--- src/rtl/fetch_ctrl_pkg.sv ---
// Shared definitions for the instruction-fetch sequencer and the PC unit it
// commands: PC opcodes, FSM state encoding and the HALT opcode value.
package fetch_ctrl_pkg;

  // PC unit commands. The PC unit applies one of these on the falling edge
  // that follows a change of the opcode.
  localparam logic [1:0] PC_HOLD = 2'b00;
  localparam logic [1:0] PC_INC  = 2'b01;
  localparam logic [1:0] PC_LOAD = 2'b10;
  localparam logic [1:0] PC_CLR  = 2'b11;

  // Top nibble of an instruction word that stops fetching.
  localparam logic [3:0] HALT_OP = 4'hF;

  // Fetch sequencer states.
  //   S_CLR  : one cycle, tells the PC unit to clear to 0
  //   S_REQ  : issue a memory read at the current PC and wait for the ack
  //   S_OUT  : present the fetched word to decode until it is taken
  //   S_ADV  : one cycle, tells the PC unit to increment or load
  //   S_HALT : idle after a HALT instruction until a branch arrives
  typedef enum logic [2:0] {
    S_CLR  = 3'd0,
    S_REQ  = 3'd1,
    S_OUT  = 3'd2,
    S_ADV  = 3'd3,
    S_HALT = 3'd4
  } state_t;

  // True when the opcode field of an instruction matches the halt opcode.
  function automatic logic is_halt_op(input logic [3:0] op_field,
                                      input logic [3:0] halt_op);
    return op_field == halt_op;
  endfunction

endpackage

--- src/rtl/fetch_ctrl.sv ---
// Instruction-fetch sequencer. Drives the PC unit, reads instruction memory
// over a req/ack handshake and hands words to decode over valid/ready.
//
// Handshakes:
//   memory : O_mem_req rises with O_mem_addr and both stay stable until a
//            rising edge samples I_mem_ack=1; I_mem_data is taken in that
//            same cycle and O_mem_req drops on that edge. Ack is ignored
//            while O_mem_req=0.
//   decode : O_instr_valid rises with O_instr and both stay stable until a
//            rising edge samples I_instr_ready=1 (the transfer edge); valid
//            drops on that edge. Ready may be high before valid.
//
// A branch pulse may arrive in any state. It marks a redirect as pending
// with the latest target; the redirect is applied at the next S_ADV as a
// PC load. A word whose memory ack lands while a redirect is pending is
// discarded, since it belongs to the old instruction stream.
module fetch_ctrl
  import fetch_ctrl_pkg::*;
#(
  parameter int         ADDR_W  = 16,
  parameter int         DATA_W  = 16,
  parameter logic [3:0] HALT_OP = fetch_ctrl_pkg::HALT_OP
) (
  input  logic              I_clk,
  input  logic              I_rst,
  // PC unit
  input  logic [ADDR_W-1:0] I_pc,
  output logic [1:0]        O_pc_opcode,
  output logic [ADDR_W-1:0] O_pc_next,
  // Instruction memory
  output logic              O_mem_req,
  output logic [ADDR_W-1:0] O_mem_addr,
  input  logic              I_mem_ack,
  input  logic [DATA_W-1:0] I_mem_data,
  // Decode
  output logic [DATA_W-1:0] O_instr,
  output logic              O_instr_valid,
  input  logic              I_instr_ready,
  // Redirect
  input  logic              I_branch_en,
  input  logic [ADDR_W-1:0] I_branch_target,
  // Status
  output logic              O_halted,
  output logic [15:0]       O_fetch_count,
  output state_t            O_dbg_state
);

  // ---------------------------------------------------------------------
  // State and branch bookkeeping
  // ---------------------------------------------------------------------
  state_t            state;
  state_t            state_d;

  logic              br_pending;
  logic [ADDR_W-1:0] br_target;

  // A pulse in the current cycle counts as pending immediately, and its
  // target takes precedence over an older latched one (latest wins).
  logic              br_eff;
  logic [ADDR_W-1:0] br_target_eff;

  // Handshake events seen at the coming rising edge.
  logic              mem_done;
  logic              handoff;
  logic              halt_hit;

  assign br_eff        = br_pending | I_branch_en;
  assign br_target_eff = I_branch_en ? I_branch_target : br_target;

  assign mem_done = (state == S_REQ) && O_mem_req && I_mem_ack;
  assign handoff  = (state == S_OUT) && I_instr_ready;
  assign halt_hit = is_halt_op(O_instr[DATA_W-1 -: 4], HALT_OP);

  assign O_dbg_state = state;

  // ---------------------------------------------------------------------
  // Next values of the registered outputs
  // ---------------------------------------------------------------------
  logic [1:0]        pc_opcode_d;
  logic [ADDR_W-1:0] pc_next_d;
  logic              mem_req_d;
  logic [ADDR_W-1:0] mem_addr_d;
  logic [DATA_W-1:0] instr_d;
  logic              instr_valid_d;
  logic              halted_d;
  logic [15:0]       fetch_count_d;

  // State register: every state change happens here.
  always_ff @(posedge I_clk) begin
    if (I_rst) begin
      state <= S_CLR;
    end else begin
      state <= state_d;
    end
  end

  // Next-state selection from the current state and handshake events.
  always_comb begin
    state_d = state;
    case (state)
      S_CLR: begin
        state_d = S_REQ;
      end
      S_REQ: begin
        if (mem_done) begin
          state_d = br_eff ? S_ADV : S_OUT;
        end
      end
      S_OUT: begin
        if (handoff) begin
          state_d = (halt_hit && !br_eff) ? S_HALT : S_ADV;
        end
      end
      S_ADV: begin
        state_d = S_REQ;
      end
      S_HALT: begin
        if (I_branch_en) begin
          state_d = S_ADV;
        end
      end
      default: begin
        state_d = S_CLR;
      end
    endcase
  end

  // Output decode: computes what each registered output holds next cycle.
  always_comb begin
    // The PC opcode is a one-cycle pulse; everything else holds by default.
    pc_opcode_d   = PC_HOLD;
    pc_next_d     = O_pc_next;
    mem_req_d     = O_mem_req;
    mem_addr_d    = O_mem_addr;
    instr_d       = O_instr;
    instr_valid_d = O_instr_valid;
    halted_d      = O_halted;
    fetch_count_d = O_fetch_count;

    case (state)
      S_CLR: begin
        pc_opcode_d = PC_CLR;
      end
      S_REQ: begin
        if (!O_mem_req) begin
          // First cycle in S_REQ: the PC unit has already applied the
          // previous opcode on the falling edge, so I_pc is current.
          mem_req_d  = 1'b1;
          mem_addr_d = I_pc;
        end else if (I_mem_ack) begin
          mem_req_d = 1'b0;
          if (!br_eff) begin
            instr_d       = I_mem_data;
            instr_valid_d = 1'b1;
          end
        end
      end
      S_OUT: begin
        if (I_instr_ready) begin
          instr_valid_d = 1'b0;
          fetch_count_d = O_fetch_count + 16'd1;
          if (halt_hit && !br_eff) begin
            halted_d = 1'b1;
          end
        end
      end
      S_ADV: begin
        if (br_eff) begin
          pc_opcode_d = PC_LOAD;
          pc_next_d   = br_target_eff;
        end else begin
          pc_opcode_d = PC_INC;
        end
      end
      S_HALT: begin
        if (I_branch_en) begin
          halted_d = 1'b0;
        end
      end
      default: begin
        pc_opcode_d = PC_HOLD;
      end
    endcase
  end

  // Output registers: all outputs change only on the rising edge.
  always_ff @(posedge I_clk) begin
    if (I_rst) begin
      O_pc_opcode   <= PC_HOLD;
      O_pc_next     <= '0;
      O_mem_req     <= 1'b0;
      O_mem_addr    <= '0;
      O_instr       <= '0;
      O_instr_valid <= 1'b0;
      O_halted      <= 1'b0;
      O_fetch_count <= '0;
    end else begin
      O_pc_opcode   <= pc_opcode_d;
      O_pc_next     <= pc_next_d;
      O_mem_req     <= mem_req_d;
      O_mem_addr    <= mem_addr_d;
      O_instr       <= instr_d;
      O_instr_valid <= instr_valid_d;
      O_halted      <= halted_d;
      O_fetch_count <= fetch_count_d;
    end
  end

  // Redirect capture: latch every pulse, consume the pending flag in S_ADV.
  // A pulse landing on the S_ADV edge itself is used there, so it must not
  // leave the flag set behind it.
  always_ff @(posedge I_clk) begin
    if (I_rst) begin
      br_pending <= 1'b0;
      br_target  <= '0;
    end else begin
      if (I_branch_en) begin
        br_target <= I_branch_target;
      end
      if (state == S_ADV) begin
        br_pending <= 1'b0;
      end else if (I_branch_en) begin
        br_pending <= 1'b1;
      end
    end
  end

endmodule

--- config.mk ---
export PLATFORM = sky130hd
export DESIGN_NAME = fetch_ctrl
export DESIGN_NICKNAME = d
export VERILOG_FILES = /design/src/rtl/fetch_ctrl_pkg.sv /design/src/rtl/fetch_ctrl.sv
export SDC_FILE = /design/constraint.sdc
export NUM_CORES = 1
export LEC_CHECK = 0
export CAP_MARGIN = 10
export CELL_PAD_IN_SITES_DETAIL_PLACEMENT = 1
export CELL_PAD_IN_SITES_GLOBAL_PLACEMENT = 1
export CORE_AREA = 3 3 137 86
export DETAILED_ROUTE_END_ITERATION = 7
export DIE_AREA = 0 0 140 89
export PLACE_DENSITY = 0.8
export SLEW_MARGIN = 25
export SYNTH_ARGS = -nofsm -noshare
export SYNTH_HDL_FRONTEND = slang
export SYNTH_SLANG_ARGS = --single-unit
--- constraint.sdc ---
create_clock -name I_clk -period 2.2 [get_ports I_clk]
set_input_delay 0.66 -clock I_clk [delete_from_list [all_inputs] [get_ports I_clk]]
set_output_delay 0.66 -clock I_clk [all_outputs]
set_load 0.05 [all_outputs]
==> results.md, run 1 <==
* Run status: completed
* Kind of start point of the critical path: register
* Number of setup violations in the final report at 0
* Worst IR drop on VDD at 588.1 uV
* Leftover overflow at the end of global routing at 0
* Die ar. at 0.01246 sq mm
* Number of antenna repair diodes at 0
* Non-Filler Cell Area, Final at 0.005106 sq mm
* CP Depth at 1
* Clock tree from TritonCTS: done
* Max layer used: met4
* Summed negative setup slack over all endpoints at 0 ns
* P per Cell Area at 738.9 mW/mm^2
* Vias at 3,145
* Number of fill cells at 1,219
* Number of global-route vias before repair at 3,315
* Highest clock frequency the design can meet at 465.9 MHz
* Number of design-rule violations left by the first detailed-router iteration at 132
* Clock edge transition at the registers on the reported setup and hold paths at 0.06 ns
* Cell with the most instances after synthesis: sky130_fd_sc_hd__dfxtp_1
* Avg Synthesized Cell Area at 8.808 sq um
* Fraction of layout instances using a drive strength above 1 at 11.43%
* Final period demand of the worst path at 2.146 ns
* Top cells by area, synth: sky130_fd_sc_hd__dfxtp_1 53%, sky130_fd_sc_hd__nand2_1 8.4%, sky130_fd_sc_hd__a21oi_1 6.4%
* Port Buf Inserts at 124
* Post-CTS Setup Repair Bufs at 0
* Worst path cell trace: clkdlybuf4s50_1
* Vert. Die Dim at 89 um
* Number of warning messages in the yosys log at 0
* Maxcap violations at 0
* Final number of max-transition violations at 0
* Net total in the final layout at 566
* First-pass GRT wire length at 16,740 um
* Worst hold path cell count at 2
* Initial Utilization at 31.97%
* Leading register cell type out of synthesis: sky130_fd_sc_hd__dfxtp_1
* Number of nets still failing antenna checks after routing at 0
* Crit-path max FO at 2
* Unique cell type count in the Yosys netlist at 41
* TritonCTS Buffers at 9
* Transition at the pin with the smallest max-transition slack at 0.5396 ns
* Placement Rows at 29
* Sequential area share after synthesis at 52.96%
* Number of synthesized flops with an enable pin at 0
* Wirelength per Cell at 15.82 um
* Required time of the worst setup path at 1.54 ns
* M1 WL at 4903 um
* Largest stage delay on the critical path at 0.82 ns
* Largest area contributor in the netlist: sky130_fd_sc_hd__dfxtp_1
* Wire length on met3 at 443 um
* Final HPWL DP at 7563 um
* Drc violations at 0
* Average via count per standard cell at 4.802
* Final weighted congestion in routability-driven placement at 0.7703
* Crit share post-route at 97.57%
* Data arrival at the endpoint of the critical path at 1.49 ns
* Number of storage elements in the synthesis netlist at 89
* Final count of hold timing violations at 0
* Post-synth ARST share at 0%
* Cell family contributing the most delay on the critical path: buffers and inverters
* Instance area at placement at 0.004810 sq mm
* Layout Skew at 0.004291 ns
* Total I/O pin count at 125
* Synth Net Count at 436
* Amount of wire on met2 after detailed routing at 4961 um
* Buf/Inv on CP at 1
* Count of TritonRoute iterations in the first routing pass at 4
* Leak pwr at 2.034 nW
* Minimum setup slack in the final design at 0.05357 ns
* Total power of the final layout at 3.773 mW
* Horizontal die dimension at 140 um
* Number of antenna violations at the first check in global routing at 0
* Area inside the core boundary at 0.01052 sq mm
* Maximum number of pins on one net before global-route repair at 90
* Syn Inst Count at 382
* Worst relative slew slack at 63.97%
* Clock latency at the later pin of the worst-skew pair at 0.32 ns
* Clock Tree Root: sky130_fd_sc_hd__clkbuf_16
* Highest-delay cell along the critical path: sky130_fd_sc_hd__clkdlybuf4s50_1
* GRT Resource Usage Total at 16.51%
* Area growth from synthesis to layout at 51.77%
* Unrepaired setup endpoints after global routing: false
* Critical Path Sink Type: output pin
* Commonest cells post-synth: 89 x sky130_fd_sc_hd__dfxtp_1, 75 x sky130_fd_sc_hd__nand2_1, 48 x sky130_fd_sc_hd__nor2_1
* Total clock sinks at 89
* Number of buffers between clock root and the deepest sink at 2
* H-Tree Level Count at 3
* Area share of the largest cell type after synthesis at 52.96%
* Worst reg-to-reg path cell count at 5
* Post-synthesis instance area at 0.003364 sq mm
* Type of the setup path with the least slack: reg2out
* Hold Path Class: reg2reg
* Total length of routed wires at 10,360 um
* Post-placement worst setup slack at -0.1119 ns
what timing repair did:
item                       CTS  global route
gates resized for setup      1             8
setup endpoints to repair    1             8
hold buffers                 0             0
gates cloned                 0             0
per-layer routing:
| layer | GRT usage, % | up-vias |
|---|---|---|
| met1 | 21.60 | 1520 |
| li1 | - | 1559 |
| met2 | 28.39 | 61 |
| met5 | 0 | - |
| met4 | 3.166 | 0 |
| met3 | 4.062 | 5 |
flip-flops by register name, indices dropped and copies added, names as in the netlist:
signal / count
O_fetch_count: 16
O_instr: 16
O_mem_addr: 16
O_pc_next: 16
br_target: 16
O_dbg_state: 3
O_pc_opcode: 2
O_halted: 1
O_instr_valid: 1
O_mem_req: 1
br_pending: 1
path summary, 6_finish.rpt:
kind | from | endpoint | slack, ns
min | O_instr[2]$_SDFFE_PP0P_ | O_instr[2]$_SDFFE_PP0P_ | 0.46
min reg2reg | O_instr[2]$_SDFFE_PP0P_ | O_instr[2]$_SDFFE_PP0P_ | 0.46
max reg2reg | O_dbg_state[0]$_SDFFE_PP0P_ | O_instr[1]$_SDFFE_PP0P_ | 0.28
max | O_pc_next[5]$_SDFFE_PP0P_ | O_pc_next[5] | 0.05
cells in the final DEF, fill, tap and decap left out, types with 2 or more instances in the layout:
cell type                         instances
sky130_fd_sc_hd__clkdlybuf4s50_1         92
sky130_fd_sc_hd__dfxtp_1                 89
sky130_fd_sc_hd__nand2_1                 75
sky130_fd_sc_hd__nor2_1                  48
sky130_fd_sc_hd__a21oi_1                 43
sky130_fd_sc_hd__buf_4                   37
sky130_fd_sc_hd__mux2i_1                 16
sky130_fd_sc_hd__a211oi_1                16
sky130_fd_sc_hd__xor2_1                   9
sky130_fd_sc_hd__clkbuf_16                9
sky130_fd_sc_hd__dlymetal6s2s_1           8
sky130_fd_sc_hd__nand3_1                  7
sky130_fd_sc_hd__inv_1                    5
sky130_fd_sc_hd__nand4_1                  5
sky130_fd_sc_hd__and4_1                   4
sky130_fd_sc_hd__buf_12                   4
sky130_fd_sc_hd__o21ai_0                  3
sky130_fd_sc_hd__or3_1                    3
sky130_fd_sc_hd__nand2b_1                 3
sky130_fd_sc_hd__nor3_1                   3
sky130_fd_sc_hd__o22ai_1                  3
sky130_fd_sc_hd__clkinv_2                 3
sky130_fd_sc_hd__and3_1                   2
sky130_fd_sc_hd__o31ai_1                  2
sky130_fd_sc_hd__or4_1                    2
sky130_fd_sc_hd__nor3b_1                  2
sky130_fd_sc_hd__nor2b_1                  2
sky130_fd_sc_hd__clkbuf_1                 2
power breakdown:
part           internal (mW)  total (mW)  switching, mW
clock                  0.869        1.46          0.594
combinational          0.242       0.589          0.347
sequential              1.68        1.72         0.0440
total                   2.79        3.77          0.985
cell families after synthesis:
kind of cell / share of synthesized area, %
AO/OA/AOI/OAI: 13.09
adder cells (fa/ha/maj): 0.3718
XOR/XNOR: 2.603
multiplexers: 4.760
buffers and inverters: 3.867
flip-flops: 52.96
AND/OR/NAND/NOR: 22.35
metrics by stage:
step | util, % | hold slack [ns] | cells
global route | 48.53 | 0.4820 | 655
floorplan | - | 0.4564 | 382
detailed placement | 45.71 | 0.4491 | 640
CTS | 48.34 | 0.4575 | 655
global placement | 45.71 | 0.4421 | 640
finish | 48.53 | 0.4557 | 655
final cells by class:
class / instances / area (sq um) / area share, %
multi-input cells: 264 / 1461 / 28.62
clock inverters: 4 / 45.04 / 0.8821
flip-flops and latches: 89 / 1782 / 34.89
inverters: 5 / 18.77 / 0.3676
repair buffers: 143 / 1393 / 27.27
well taps: 139 / 173.9 / 3.406
clock buffers: 11 / 232.7 / 4.558
No activity file was read; power rests on OpenSTA's default activity.
==> run 2, diff against run 1 <==
clock period = 2 ns   (was 2.2 ns; I/O delays follow)
==> run 2 against run 1 <==
Utilization is essentially flat. Sequential cell count is the same. Clock-buffer cell count increased by 1. Combinational power up 13%. Critical path depth up 5. Critical path type is now in2reg. Largest power group is now clock.
==> results.md, run 2 (synthesis gave the netlist of run 1 again) <==
* Crit-path max FO at 5 (was 2)
* Type of the setup path with the least slack: in2reg (was reg2out)
* Relative contribution of combinational cells to total power at 14.7% (was 15.6%)
* Number of nets still failing antenna checks after routing at 0 (unchanged)
* Required time of the worst setup path at 2.26 ns (was 1.54 ns)
* Drc violations at 0 (unchanged)
* Max layer used: met4 (unchanged)
* Highest-delay cell along the critical path: sky130_fd_sc_hd__clkdlybuf4s50_1 (unchanged)
* Worst IR drop on VDD at 460.2 uV (was 588.1 uV)
* Placement Rows at 29 (unchanged)
* Summed negative setup slack over all endpoints at 0 ns (unchanged)
* Area inside the core boundary at 0.01052 sq mm (unchanged)
* First-pass GRT wire length at 16,970 um (was 16,740 um)
* Worst path cell trace: clkdlybuf4s50_1 > and4bb_2 > nand3_1 > buf_4 > or3_1 > a21oi_1 (was clkdlybuf4s50_1)
* Proportion of power drawn by the clock network at 43.8% (was 38.8%)
* Kind of start point of the critical path: input port (was register)
* Wirelength per Cell at 15.97 um (was 15.82 um)
* Leak pwr at 2.045 nW (was 2.034 nW)
* Clock tree from TritonCTS: done (unchanged)
* Final period demand of the worst path at 1.935 ns
* Clock latency at the later pin of the worst-skew pair at 0.33 ns (was 0.32 ns)
* Post-CTS Setup Repair Bufs at 0 (unchanged)
* Number of antenna repair diodes at 0 (unchanged)
* Cell internal pwr at 3.436 mW (was 2.788 mW)
* Net Sw Frac at 24.30% (was 26.10%)
* Net switching power figure at 1.103 mW (was 984.8 uW)
* Layout Skew at 0.005094 ns (was 0.004291 ns)
* Vert. Die Dim at 89 um (unchanged)
* Critical Path Sink Type: register (was output pin)
* Final HPWL DP at 7865 um (was 7563 um)
* Amount of wire on met2 after detailed routing at 5193 um (was 4961 um)
* Number of design-rule violations left by the first detailed-router iteration at 95 (was 132)
* Transition at the pin with the smallest max-transition slack at 0.4345 ns (was 0.5396 ns)
* Clock edge transition at the registers on the reported setup and hold paths at 0.06 ns (about the same)
* Post-Route Hold Slack at 0.4599 ns (was 0.4557 ns)
* Maximum number of pins on one net before global-route repair at 34 (was 90)
* Port Buf Inserts at 124 (unchanged)
* TritonCTS Buffers at 9 (unchanged)
* Fraction of layout instances using a drive strength above 1 at 22.41% (was 11.43%)
* Data arrival at the endpoint of the critical path at 2.19 ns (was 1.49 ns)
* Leading cell types in the layout, fill and taps excluded: 90 x sky130_fd_sc_hd__buf_4, 89 x sky130_fd_sc_hd__dfxtp_1, 75 x sky130_fd_sc_hd__nand2_1, 51 x sky130_fd_sc_hd__clkdlybuf4s50_1, 48 x sky130_fd_sc_hd__nor2_1 (was 92 x sky130_fd_sc_hd__clkdlybuf4s50_1, 89 x sky130_fd_sc_hd__dfxtp_1, 75 x sky130_fd_sc_hd__nand2_1, 48 x sky130_fd_sc_hd__nor2_1, 43 x sky130_fd_sc_hd__a21oi_1)
* Wire length on met3 at 460 um (was 443 um)
* Maxcap violations at 0 (unchanged)
* Post-placement worst setup slack at -0.2718 ns (was -0.1119 ns)
* Count of non-filler cells in the finished layout at 661 (was 655)
* Unrepaired setup endpoints after global routing: false (unchanged)
* Leading cell type in the layout, fill and taps excluded: sky130_fd_sc_hd__buf_4 (was sky130_fd_sc_hd__clkdlybuf4s50_1)
* Worst relative slew slack at 70.97% (was 63.97%)
* Average via count per standard cell at 4.841 (was 4.802)
* Initial Utilization at 31.97% (unchanged)
* GRT Resource Usage Total at 16.92% (was 16.51%)
* Highest clock frequency the design can meet at 516.7 MHz
* Largest stage delay on the critical path at 0.50 ns (was 0.82 ns)
* Minimum setup slack in the final design at 0.06459 ns (was 0.05357 ns)
* Area growth from synthesis to layout at 51.92% (was 51.77%)
* Number of global-route vias before repair at 3,269 (was 3,315)
* Final weighted congestion in routability-driven placement at 0.7997 (was 0.7703)
* Number of antenna violations at the first check in global routing at 0 (unchanged)
* Horizontal die dimension at 140 um (unchanged)
* Instance area at placement at 0.004747 sq mm (was 0.004810 sq mm)
* Leftover overflow at the end of global routing at 0 (unchanged)
* Cts repair resizes at 0 (was 1)
* Number of setup violations in the final report at 0 (unchanged)
* Run status: completed (unchanged)
* Cts hold-fix bufs at 0 (unchanged)
* Final number of max-transition violations at 0 (unchanged)
* Total I/O pin count at 125 (unchanged)
* Vias at 3,200 (was 3,145)
* Number of fill cells at 1,232 (was 1,219)
* P per Cell Area at 888.2 mW/mm^2 (was 738.9 mW/mm^2)
* M1 WL at 4825 um (was 4903 um)
* Post-placement cell count at 645 (was 640)
* Number of buffers between clock root and the deepest sink at 2 (unchanged)
* Crit share post-route at 96.77%
* Total length of routed wires at 10,560 um (was 10,360 um)
* Share of the core filled with cells in the final layout at 48.57% (was 48.53%)
* Non-Filler Cell Area, Final at 0.005111 sq mm (was 0.005106 sq mm)
* Final count of hold timing violations at 0 (unchanged)
* Clock Tree Root: sky130_fd_sc_hd__clkbuf_16 (unchanged)
* Count of TritonRoute iterations in the first routing pass at 6 (was 4)
* Total clock sinks at 89 (unchanged)
* Net total in the final layout at 571 (was 566)
* Total power of the final layout at 4.540 mW (was 3.773 mW)
* Die ar. at 0.01246 sq mm (unchanged)
* H-Tree Level Count at 3 (unchanged)
* Fraction of power consumed by sequential logic at 41.5% (was 45.6%)
* Hold Path Class: reg2reg (unchanged)
## run 2: cell count changes in the layout (fill, tap and decap cells not counted), sizes merged
cell           previous run  this run
clkdlybuf4s50            92        51
clkinvlp                  0         1
dlygate4sd2               1         0
clkinv                    3         0
clkbuf                   11        12
bufinv                    1         3
dlymetal6s2s              8         0
buf                      42        97
## run 2: worst paths after layout
| path | start | to | slack [ns] | cells past startpoint |
|---|---|---|---|---|
| worst min register to register | O_mem_addr[7]$_SDFFE_PP0P_ | O_mem_addr[7]$_SDFFE_PP0P_ | 0.46 | 2 |
| worst max-delay path | I_instr_ready | O_fetch_count[11]$_SDFFE_PP0P_ | 0.06 | 6 |
| worst min-delay path | O_mem_addr[7]$_SDFFE_PP0P_ | O_mem_addr[7]$_SDFFE_PP0P_ | 0.46 | 2 |
| worst max register to register | O_fetch_count[6]$_SDFFE_PP0P_ | O_fetch_count[13]$_SDFFE_PP0P_ | 0.27 | 4 |
## run 2: layout make-up
class / instances / area, sq um / share of cell area [%]
Clock inverter: 4 / 97.59 / 1.909
Multi-Input combinational cell: 264 / 1461 / 28.59
Tap cell: 139 / 173.9 / 3.403
Sequential cell: 89 / 1782 / 34.86
Inverter: 5 / 18.77 / 0.3672
Clock buffer: 12 / 266.5 / 5.214
Timing Repair Buffer: 148 / 1311 / 25.65
## run 2: power groups by stage
stage	Combinational [mW]	Clock (mW)	Sequential, mW
CTS	0.673	2.04	1.88
detailed placement	0.668	0	1.92
global route	0.716	2.12	1.89
floorplan	0.206	0	2.09
finish	0.667	1.99	1.88
global placement	0.656	0	1.92
## run 2: critical path: cells and delay by family
kind,cells,cell delay [ns]
AND/OR/NAND/NOR,3,0.74
buffers and inverters,2,0.69
AO/OA/AOI/OAI,1,0.16
## run 2: metal layers
| layer | global-route usage, % | vias up |
|---|---|---|
| met5 | 0 | - |
| met4 | 3.606 | 0 |
| met3 | 5.077 | 7 |
| met2 | 29.39 | 69 |
| met1 | 21.22 | 1552 |
| li1 | - | 1572 |
